File: config.mk
export PLATFORM = sky130hd
export DESIGN_NAME = sram_capture_sequencer
export DESIGN_NICKNAME = d
export VERILOG_FILES = /design/src/rtl/sram_capture_sequencer.sv
export SDC_FILE = /design/constraint.sdc
export NUM_CORES = 1
export LEC_CHECK = 0
export CAP_MARGIN = 20
export CELL_PAD_IN_SITES_DETAIL_PLACEMENT = 0
export CELL_PAD_IN_SITES_GLOBAL_PLACEMENT = 1
export CORE_MARGIN = 8
export CORE_UTILIZATION = 31
export CTS_BUF_LIST = sky130_fd_sc_hd__clkbuf_4 sky130_fd_sc_hd__clkbuf_8
export DETAILED_ROUTE_END_ITERATION = 6
export GPL_TIMING_DRIVEN = 0
export PLACE_DENSITY = 0.84
export SYNTH_ARGS = -nofsm -noshare
export SYNTH_HDL_FRONTEND = slang
export SYNTH_SLANG_ARGS = --single-unit
File: constraint.sdc
create_clock -name clk -period 1.9 [get_ports clk]
set_input_delay 0.285 -clock clk [delete_from_list [all_inputs] [get_ports clk]]
set_output_delay 0.285 -clock clk [all_outputs]
set_load 0.005 [all_outputs]
File: src/rtl/sram_capture_sequencer.sv
// Capture-SRAM sequencer: writes DEPTH bytes from a valid/ready source, then reads them back LSB-first on a serial stream.
// Define SEQ_PARITY_EN to append an even-parity bit after each serialised word.
module sram_capture_sequencer #(
  parameter int ADDR_W = 11,
  parameter int DATA_W = 8,
  parameter int DEPTH  = 10
) (
  input  logic              clk,
  input  logic              reset,
  input  logic              start_write,
  input  logic              start_read,
  input  logic              in_valid,
  input  logic [DATA_W-1:0] in_data,
  output logic              in_ready,
  output logic [ADDR_W-1:0] mem_addr,
  output logic [DATA_W-1:0] mem_wdata,
  input  logic [DATA_W-1:0] mem_rdata,
  output logic              mem_cs,
  output logic              mem_we,
  output logic              mem_oe,
  output logic              ser_bit,
  output logic              ser_valid,
  output logic              ser_last,
  output logic              busy,
  output logic              write_done,
  output logic              read_done,
  output logic              filled
);
  localparam int CW = $clog2(DEPTH + 1);
  localparam int BW = $clog2(DATA_W + 2);
  localparam logic [CW-1:0] LASTWORD = CW'(DEPTH - 1);
`ifdef SEQ_PARITY_EN
  localparam logic [BW-1:0] LASTBIT = BW'(DATA_W);
`else
  localparam logic [BW-1:0] LASTBIT = BW'(DATA_W - 1);
`endif

  typedef enum logic [2:0] {IDLE, WR, RD_ADDR, RD_LOAD, SHIFT} state_t;
  state_t state, nextState;

  logic [CW-1:0]     wordCnt;
  logic [BW-1:0]     bitCnt;
  logic [DATA_W-1:0] shreg;
  logic              accept, wordEnd;
`ifdef SEQ_PARITY_EN
  logic              parity;
`endif

  always_ff @(posedge clk) begin
    if (reset) state <= IDLE;
    else       state <= nextState;
  end

  always_comb begin
    nextState = state;
    in_ready  = 1'b0;
    mem_cs    = 1'b0;
    mem_we    = 1'b0;
    mem_oe    = 1'b0;
    mem_addr  = '0;
    mem_wdata = '0;
    ser_valid = 1'b0;
    ser_bit   = 1'b0;
    ser_last  = 1'b0;
    accept    = 1'b0;
    wordEnd   = 1'b0;
    case (state)
      IDLE: begin
        if (start_write)     nextState = WR;
        else if (start_read) nextState = RD_ADDR;
      end
      WR: begin
        in_ready = 1'b1;
        if (in_valid) begin
          accept    = 1'b1;
          mem_cs    = 1'b1;
          mem_we    = 1'b1;
          mem_addr  = ADDR_W'(wordCnt);
          mem_wdata = in_data;
          if (wordCnt == LASTWORD) nextState = IDLE;
        end
      end
      RD_ADDR: begin
        mem_cs    = 1'b1;
        mem_oe    = 1'b1;
        mem_addr  = ADDR_W'(wordCnt);
        nextState = RD_LOAD;
      end
      RD_LOAD: nextState = SHIFT;
      SHIFT: begin
        ser_valid = 1'b1;
`ifdef SEQ_PARITY_EN
        ser_bit   = (bitCnt == LASTBIT) ? parity : shreg[0];
`else
        ser_bit   = shreg[0];
`endif
        if (bitCnt == LASTBIT) begin
          wordEnd = 1'b1;
          if (wordCnt == LASTWORD) begin
            ser_last  = 1'b1;
            nextState = IDLE;
          end else begin
            nextState = RD_ADDR;
          end
        end
      end
      default: nextState = IDLE;
    endcase
  end

  assign busy = (state != IDLE);

  always_ff @(posedge clk) begin
    if (reset) begin
      wordCnt    <= '0;
      bitCnt     <= '0;
      shreg      <= '0;
      write_done <= 1'b0;
      read_done  <= 1'b0;
      filled     <= 1'b0;
`ifdef SEQ_PARITY_EN
      parity     <= 1'b0;
`endif
    end else begin
      write_done <= accept && (wordCnt == LASTWORD);
      read_done  <= ser_last;
      if (accept && (wordCnt == LASTWORD)) filled <= 1'b1;
      case (state)
        IDLE: begin
          wordCnt <= '0;
          bitCnt  <= '0;
        end
        WR: if (accept && (wordCnt != LASTWORD)) wordCnt <= wordCnt + CW'(1);
        RD_LOAD: begin
          shreg  <= mem_rdata;
          bitCnt <= '0;
`ifdef SEQ_PARITY_EN
          parity <= ^mem_rdata;
`endif
        end
        SHIFT: begin
          shreg  <= shreg >> 1;
          bitCnt <= bitCnt + BW'(1);
          // word count holds at the last word; the IDLE return clears it
          if (wordEnd && (wordCnt != LASTWORD)) wordCnt <= wordCnt + CW'(1);
        end
        default: ;
      endcase
    end
  end
endmodule
# Word level (Yosys, flattened, before mapping)
# Cells that the tools add are included.
# totals
ff_bits	22
input_bits	21
output_inout_bits	30
wordCells	61
# classes
add_sub_neg	2
n_eq_ne	13
mux	28
reduce_logical	11
# ops
cell	n
two-way mux 8 bit	2
one-hot mux 4 bit (2 select lines)	2
one-hot mux 8 bit (2 select lines)	1
two-way mux 3 bit	5
one-hot mux 3 bit (5 select lines)	1
two-way mux 4 bit	3
one-hot mux 4 bit (3 select lines)	1
two-way mux 1 bit	11
inequality test 2 bit (second input constant)	5
adder 4 x 1 -> 4 bit (second input constant)	2
== test 3 x 2 -> 1 bit (second input constant)	2
nonzero test 3 bit	2
== test 4 x 3 -> 1 bit (second input constant)	1
== test 4 bit (second input constant)	1
inequality test 4 bit (second input constant)	1
AND reduction 4 bit	1
nonzero test 2 bit	2
== test 3 x 1 -> 1 bit (second input constant)	1
== test 3 bit (second input constant)	1
logical AND 1 bit	3
zero test 3 bit	1
inequality test 3 bit (second input constant)	1
AND reduction 3 bit	1
two-way mux 2 bit	1
other kinds (2)	2

# Depth between registers and ports, before layout
# Gate-level depths: netlist (run 1).
# depth
ltp_word	6
mapped_depth	6
depth_no_buf	6

# Worst setup path after synthesis (run 1)
# Ideal clock, no wire load.
# synth_timing
path_kind	register to register
from	register state[2]
to	register wordCnt[2]
setup_ns	0.116
arrival_time_ns	1.416
t_required_ns	1.784
setup_slack_ns	0.369
stages_incl_launch_ff	6
path_buffers	0
period_less_slack_ns	1.531
path_cell_list	dfxtp_1 -> or3b_4 -> clkinv_4 -> a211oi_2 -> or3b_1 -> a31o_1
# synth_between
elab_chain_cells	5
word_cells_on_any_way	12
classes_between	eq/ne (4); mux (3); reduce/logical (5)
# synth_rtl
element	line_no	rtl
start: declaration	39	state_t state, nextState;
start signal: assignment	51	else state <= nextState;
== test 3 bit or == test 3 x 1 -> 1 bit (tied branches)	67, 128	
two-way mux 1 bit	67	case (state)
logical AND 1 bit, on equally long branches	145, 133	
inequality test 2 bit (no line)	n/a	
AND reduction 3 bit (no line)	n/a	
end signal: assignment	133	WR: if (accept && (wordCnt != LASTWORD)) wordCnt <= wordCnt + CW'(1);
end signal: assignment	145	if (wordEnd && (wordCnt != LASTWORD)) wordCnt <= wordCnt + CW'(1);
end: declaration	41	logic [CW-1:0] wordCnt;
# Parallel ways exist; a longest one is shown, timed or not.
# A chain may end at the register's enable or synchronous reset.

# Worst setup path after layout (run 1)
# layout_timing
from	register state[0]
to	output mem_addr[0]
# layout_between
elab_chain_cells	2
word_cells_on_any_way	3
classes_between	eq/ne (2); mux (1)
# layout_rtl
element	line_no	rtl
== test 3 x 2 -> 1 bit or == test 3 x 1 -> 1 bit (tied branches)	67	
one-hot mux 4 bit (2 select lines) *	67	
end: declaration	15	output logic [ADDR_W-1:0] mem_addr,
# Every way passes the cells marked *; elsewhere a longest branch is shown, timed or not.

==> impl_metrics.toml, run 1 <==
[outcome]
outcome = "complete, no violations"

[worst_setup_path]
crit_arrival_ps = 1550
crit_top_cell = "buf_6"
path_class = "reg -> out"
endpoint_kind = "output pin"
crit_path_cell_trace = "buf_6 -> and4bb_2 -> buf_6 -> nor2_4 -> buf_6 -> nor2b_1 -> clkbuf_2"
cpMaxStageDelayCell = "dfxtp_2"
reg2reg_from = "state[0]"
rrSetupSlack_ps = 70
r2r-end = "wordCnt[2]"
crit_required_ps = 1620
max_stage_delay_ps = 340
reg2regPathDepth = 8
critPathBufInv = 4
cp_max_fo = 9
cp-start-kind = "flip-flop"
cp_top_family = "buffers and inverters"

[logic_synthesis]
syn_area_um2 = 1260
synth_seq_area_share_pct = 35.1
synth-edff-count = 0
synth.distinct_cells = 40
synth_seq_cells = 22
ys.flop_type = "dfxtp_1"
syn_area_per_cell_um2 = 7.95
yosysWarnings = 0
synthArstFlopShare_pct = 0
synthCells = 158

[sta]
rsz0062_at_grt = "true"
finClkSkew_ps = 3.73
period_minus_slack_ps = 1840
holdWs_ps = 428
setup_violations = 0
finalHoldViolCount = 0
slew_viol_final = 0
fin_crit_sh_pct = 96.7
setup_slack_ps = 62.9
fmax_mhz = 544

[global_route]
grt_pass1_wl_mm = 5.45
grt_antenna_before_repair = 0
overflow = 0
grt_pass1_vias = 1187
grt_max_degree = 14
grt_use_total_pct = 10.7

[clock_tree]
clockBufferDepth = 2
path_clk_slew_ps = 80
cts_tree = "done"
clock_latency_ps = 260
numCtsBuffers = 3
cts_sinks = 22
htree_levels = 1
cts-root-buf = "clkbuf_8"

[power]
powerDensity_nw_per_um2 = 606
p_int_uw = 915
p_sw_uw = 283
pwr-share-clk_pct = 36.6
pwr-share-comb_pct = 22.5
p_seq_share_pct = 40.9
p_total_uw = 1200
switching_share_pct = 23.6
ir_drop_mv = 0.322
p_leak_uw = 0.000899

[hold_path]
hold_depth = 4
hp-start = "in_valid"
hold_end = "state[0]"
hold_path.class = "in -> reg"

[finish]
nets = 245
drive_gt1_share_pct = 20.9
final_common_cell = "clkdlybuf4s50_1"
synthToLayoutAreaGrowth_pct = 57.3
fin_area_um2 = 1980
antennaDiodeCount = 0
fillers = 391
final_util_pct = 50.1
layout_common_cells = "clkdlybuf4s50_1, buf_4, nand2_1, dfxtp_1, nor2_1"

[drt]
wl_per_cell_um = 12.6
dr.pass1.iters = 4
drtIter0Drc = 21
drc = 0
drt-total-wl_mm = 3.41
detail-route-antenna-nets = 0
vias = 1301
routed_via_density = 4.82

[placed_design]
post-place-ws_ps = -455
hpwl_mm = 2.59
place_congestion = 0.772
dpl-instance-area_um2 = 1760
io_buffers = 42

[floorplan]
die_h_um = 79.7
die_width_um = 79.7
start_util_pct = 31.9
coreArea_um2 = 3940
dieArea_um2 = 6340
ioPinCount = 51
rows = 23

[run]
maxCapViolations = 0
-- what timing repair did --
action / CTS / global route
pin swaps: 4 / 4
resized for setup: 39 / 15
cloned: 0 / 0
endpoints found under the hold margin: 0 / 0
setup endpoints to repair: 19 / 12
buffers inserted: 10 / 1
hold buffers: 0 / 0
-- sequential cells by signal (all words and copies together), names as in the netlist --
signal,count
shreg,8
wordCnt,4
state,3
write_done,1
filled,1
read_done,1
bitCnt,4
-- worst min-delay path, delay by kind of cell --
family,cells,cell delay (ps)
compound gates,1,100
simple gates,2,160
buf+inv,1,100
-- stage by stage --
step           TNS [ps]  cells
2_1_floorplan         0    164
3_3_place_gp      -5230    256
5_1_grt           -41.8    270
4_1_cts            -160    269
6_report              0    270
3_5_place_dp      -5130    256
-- cell type report --
type                    instances  area, um^2  share of cell area [%]
multi-input cells             120         758                    38.4
repair buffers                 53         492                    24.9
flip-flops and latches         22         445                    22.5
plain buffers                  15         111                    5.64
well taps                      50        62.6                    3.17
clock buffers                   3        41.3                    2.09
inverters                       6        35.0                    1.77
clock inverters                 1        30.0                    1.52
-- synth_stat cells (3+ instances only) --
library cell | instances | area share [%]
a21o_1 | 3 | 1.8
a21oi_1 | 7 | 2.8
a311oi_1 | 7 | 4.9
and2_1 | 10 | 5.0
buf_2 | 6 | 2.4
buf_4 | 7 | 4.2
clkbuf_1 | 3 | 0.90
dfxtp_1 | 22 | 35
ha_1 | 3 | 3.0
inv_1 | 5 | 1.5
nand2_1 | 18 | 5.4
nand2b_1 | 4 | 2.0
nand3b_1 | 3 | 1.8
nor2_1 | 19 | 5.7
nor2b_1 | 4 | 2.0
nor3_1 | 6 | 2.4
o21ai_0 | 4 | 1.6
-- routing by layer --
layer | track usage (%) | vias to the layer above | routed length [um]
li1 | - | 655 | -
met1 | 12.6 | 594 | 1450
met2 | 16.1 | 45 | 1540
met3 | 4.62 | 7 | 345
met4 | 5.37 | 0 | 70
met5 | 0 | - | 0
-- cell families (layout without fill, tap and decap cells) --
kind of cell | after synthesis | in the layout | synth area share, %
other | 1 | 7 | 0.299
AO/OA/AOI/OAI | 31 | 31 | 17.8
multiplexers | 1 | 1 | 0.896
adder cells (fa/ha/maj) | 3 | 3 | 2.99
flip-flops | 22 | 22 | 35.1
buffers and inverters | 22 | 78 | 9.66
AND/OR/NAND/NOR | 78 | 78 | 33.3
-- how the worst max path moves through the flow --
stage                   from           end  cells past startpoint
finish              state[0]   mem_addr[0]                      7
floorplan           state[2]    wordCnt[2]                      5
CTS                 state[0]   mem_addr[0]                      7
detailed placement  in_valid  mem_wdata[3]                      5
global placement    in_valid  mem_wdata[3]                      5
global route        state[0]   mem_addr[3]                      7
-- power groups by stage --
| stage | clock (uW) | sequential [uW] | combinational [uW] |
|---|---|---|---|
| detailed placement | 0 | 499 | 231 |
| CTS | 454 | 490 | 261 |
| global route | 465 | 491 | 299 |
| finish | 438 | 489 | 270 |
| global placement | 0 | 498 | 230 |
| floorplan | 0 | 496 | 125 |
Note: power is estimated with default switching activity, not from simulation.
==> run 2, diff against run 1 <==
--- a/config.mk
+++ b/config.mk
@@ -8,6 +8,7 @@
 export CAP_MARGIN = 20
 export CELL_PAD_IN_SITES_DETAIL_PLACEMENT = 0
 export CELL_PAD_IN_SITES_GLOBAL_PLACEMENT = 1
+export CORE_ASPECT_RATIO = 0.5
 export CORE_MARGIN = 8
 export CORE_UTILIZATION = 31
 export CTS_BUF_LIST = sky130_fd_sc_hd__clkbuf_4 sky130_fd_sc_hd__clkbuf_8
==> constraint.sdc (replaced) <==
create_clock -name clk -period 1.9 [get_ports clk]
set_input_delay 0.19 -clock clk [delete_from_list [all_inputs] [get_ports clk]]
set_output_delay 0.19 -clock clk [all_outputs]
set_load 0.005 [all_outputs]
==> impl_metrics.toml, run 2 (same netlist as run 1, synthesis figures left out) <==
[global_route]
grt_max_degree = 14
overflow = 0
grt_pass1_wl_mm = 5.64
grt_antenna_before_repair = 0
grt_pass1_vias = 1174
grt_use_total_pct = 10.7

[floorplan]
ioPinCount = 51
start_util_pct = 32.2
rows = 16
dieArea_um2 = 6470
die_width_um = 106
coreArea_um2 = 3900
die_h_um = 61.0

[sta]
fmax_mhz = 541
period_minus_slack_ps = 1850
fin_crit_sh_pct = 97.2
setup_violations = 0
finClkSkew_ps = 5.81
finalHoldViolCount = 0
slew_viol_final = 0

[placed_design]
place_congestion = 0.707
placedCellCount = 260
io_buffers = 42
hpwl_mm = 2.63

[clock_tree]
clockBufferDepth = 2
cts-root-buf = "clkbuf_8"
postCtsHoldBufs = 0
numCtsBuffers = 3
cts_tree = "done"
clock_latency_ps = 270
cts_sinks = 22
path_clk_slew_ps = 90
htree_levels = 1

[finish]
top_register = "shreg"
final_common_cell = "clkdlybuf4s50_1"
nets = 244
finalNonFillerCells = 273
fillers = 377
reg.largest.list = "shreg (8), bitCnt (4), wordCnt (4)"
antennaDiodeCount = 0
synthToLayoutAreaGrowth_pct = 57.2
final_util_pct = 50.6
drive_gt1_share_pct = 19.2
largest_reg_flops = 8
layout_common_cells = "clkdlybuf4s50_1, dfxtp_1, nand2_1"

[worst_setup_path]
endpoint_kind = "output pin"
crit_top_cell = "buf_4"
cpMaxStageDelayCell = "clkdlybuf4s50_1"
path_class = "reg -> out"
crit_path_cell_trace = "buf_4 -> nand2b_4 -> nor2_4 -> buf_4 -> clkdlybuf4s50_1"
crit_required_ps = 1710
crit_arrival_ps = 1660
max_stage_delay_ps = 490
cp_max_fo = 10
cp-start-kind = "flip-flop"
rrSetupSlack_ps = 110

[power]
pwr-share-comb_pct = 22.6
p_leak_uw = 0.000893
pwr-share-clk_pct = 36.9
switching_share_pct = 24.1
ir_drop_mv = 0.429
p_sw_uw = 292
powerDensity_nw_per_um2 = 612
p_seq_share_pct = 40.5
p_int_uw = 917

[drt]
drc = 0
dr.pass1.iters = 4
drt-total-wl_mm = 3.53
vias = 1260
drtIter0Drc = 40
routed_via_density = 4.62
detail-route-antenna-nets = 0
wl_per_cell_um = 12.9

[run]
maxCapViolations = 0

[hold_path]
hold_path.class = "in -> reg"

[outcome]
outcome = "complete, no violations"
## run 2: cell count changes in the layout (fill, tap and decap cells not counted), sizes merged
cell	previous run	this run
buf	25	22
dlygate4sd2	11	14
dlymetal6s2s	2	1
clkdlybuf4s15	5	1
clkdlybuf4s50	22	26
## run 2: power by group through the flow
stage / logic (uW) / clock network (uW) / registers, uW
after floorplan: 125 / 0 / 496
after CTS: 259 / 451 / 489
after global routing: 299 / 477 / 492
after detailed placement: 233 / 0 / 499
after global placement: 230 / 0 / 498
final: 274 / 446 / 489
## run 2: worst max-delay path: cells and delay by family, from the launching register on
family | cells | cell delay, ps
AND/OR/NAND/NOR | 2 | 220
flip-flops | 1 | 360
buffers and inverters | 3 | 820
## run 2: timing repair
action	4_1_cts	5_1_grt
pin swaps	3	2
resized for setup	31	9
setup endpoints to repair	18	8
buffers inserted	8	2
## run 2: through the flow
step	worst slack [ps]	TNS [ps]	hold WS (ps)	power, uW	cell area (um^2)
after CTS	-30.2	-49.5	393	1200	1930
final	52.4	0	388	1210	1970
after floorplan	369	0	352	622	1280
after detailed placement	-260	-2510	472	731	1770
after global routing	-15.6	-15.6	410	1270	1970
after global placement	-237	-2260	456	728	1770
## run 2: per-layer routing
metal	part of all wire, %	GRT usage, %	vias up	routed length, um
met3	5.3	3.44	2	188
met4	0.76	2.97	0	27
met2	52	19.5	25	1840
met1	42	12.2	579	1480
met5	0	0	-	0
li1	-	-	654	-
## run 2: path summary, 6_finish.rpt
path | cells after the start | startpoint | endpoint
worst max-delay path | 5 | state[1] | mem_oe
worst max register to register | 6 | state[2] | wordCnt[2]
worst min register to register | 2 | shreg[3] | shreg[2]
worst min-delay path | 2 | reset | shreg[0]
## run 2: cell type report
cell class                 count  area, um^2  share of cell area, %
clock inverter                 1        30.0                   1.52
timing repair buffer          52         484                   24.5
buffer                        15         114                   5.77
sequential                    22         444                   22.5
clock buffer                   3        41.3                   2.09
tap                           54        67.6                   3.42
multi-input combinational    120         758                   38.4
inverter                       6        35.0                   1.77
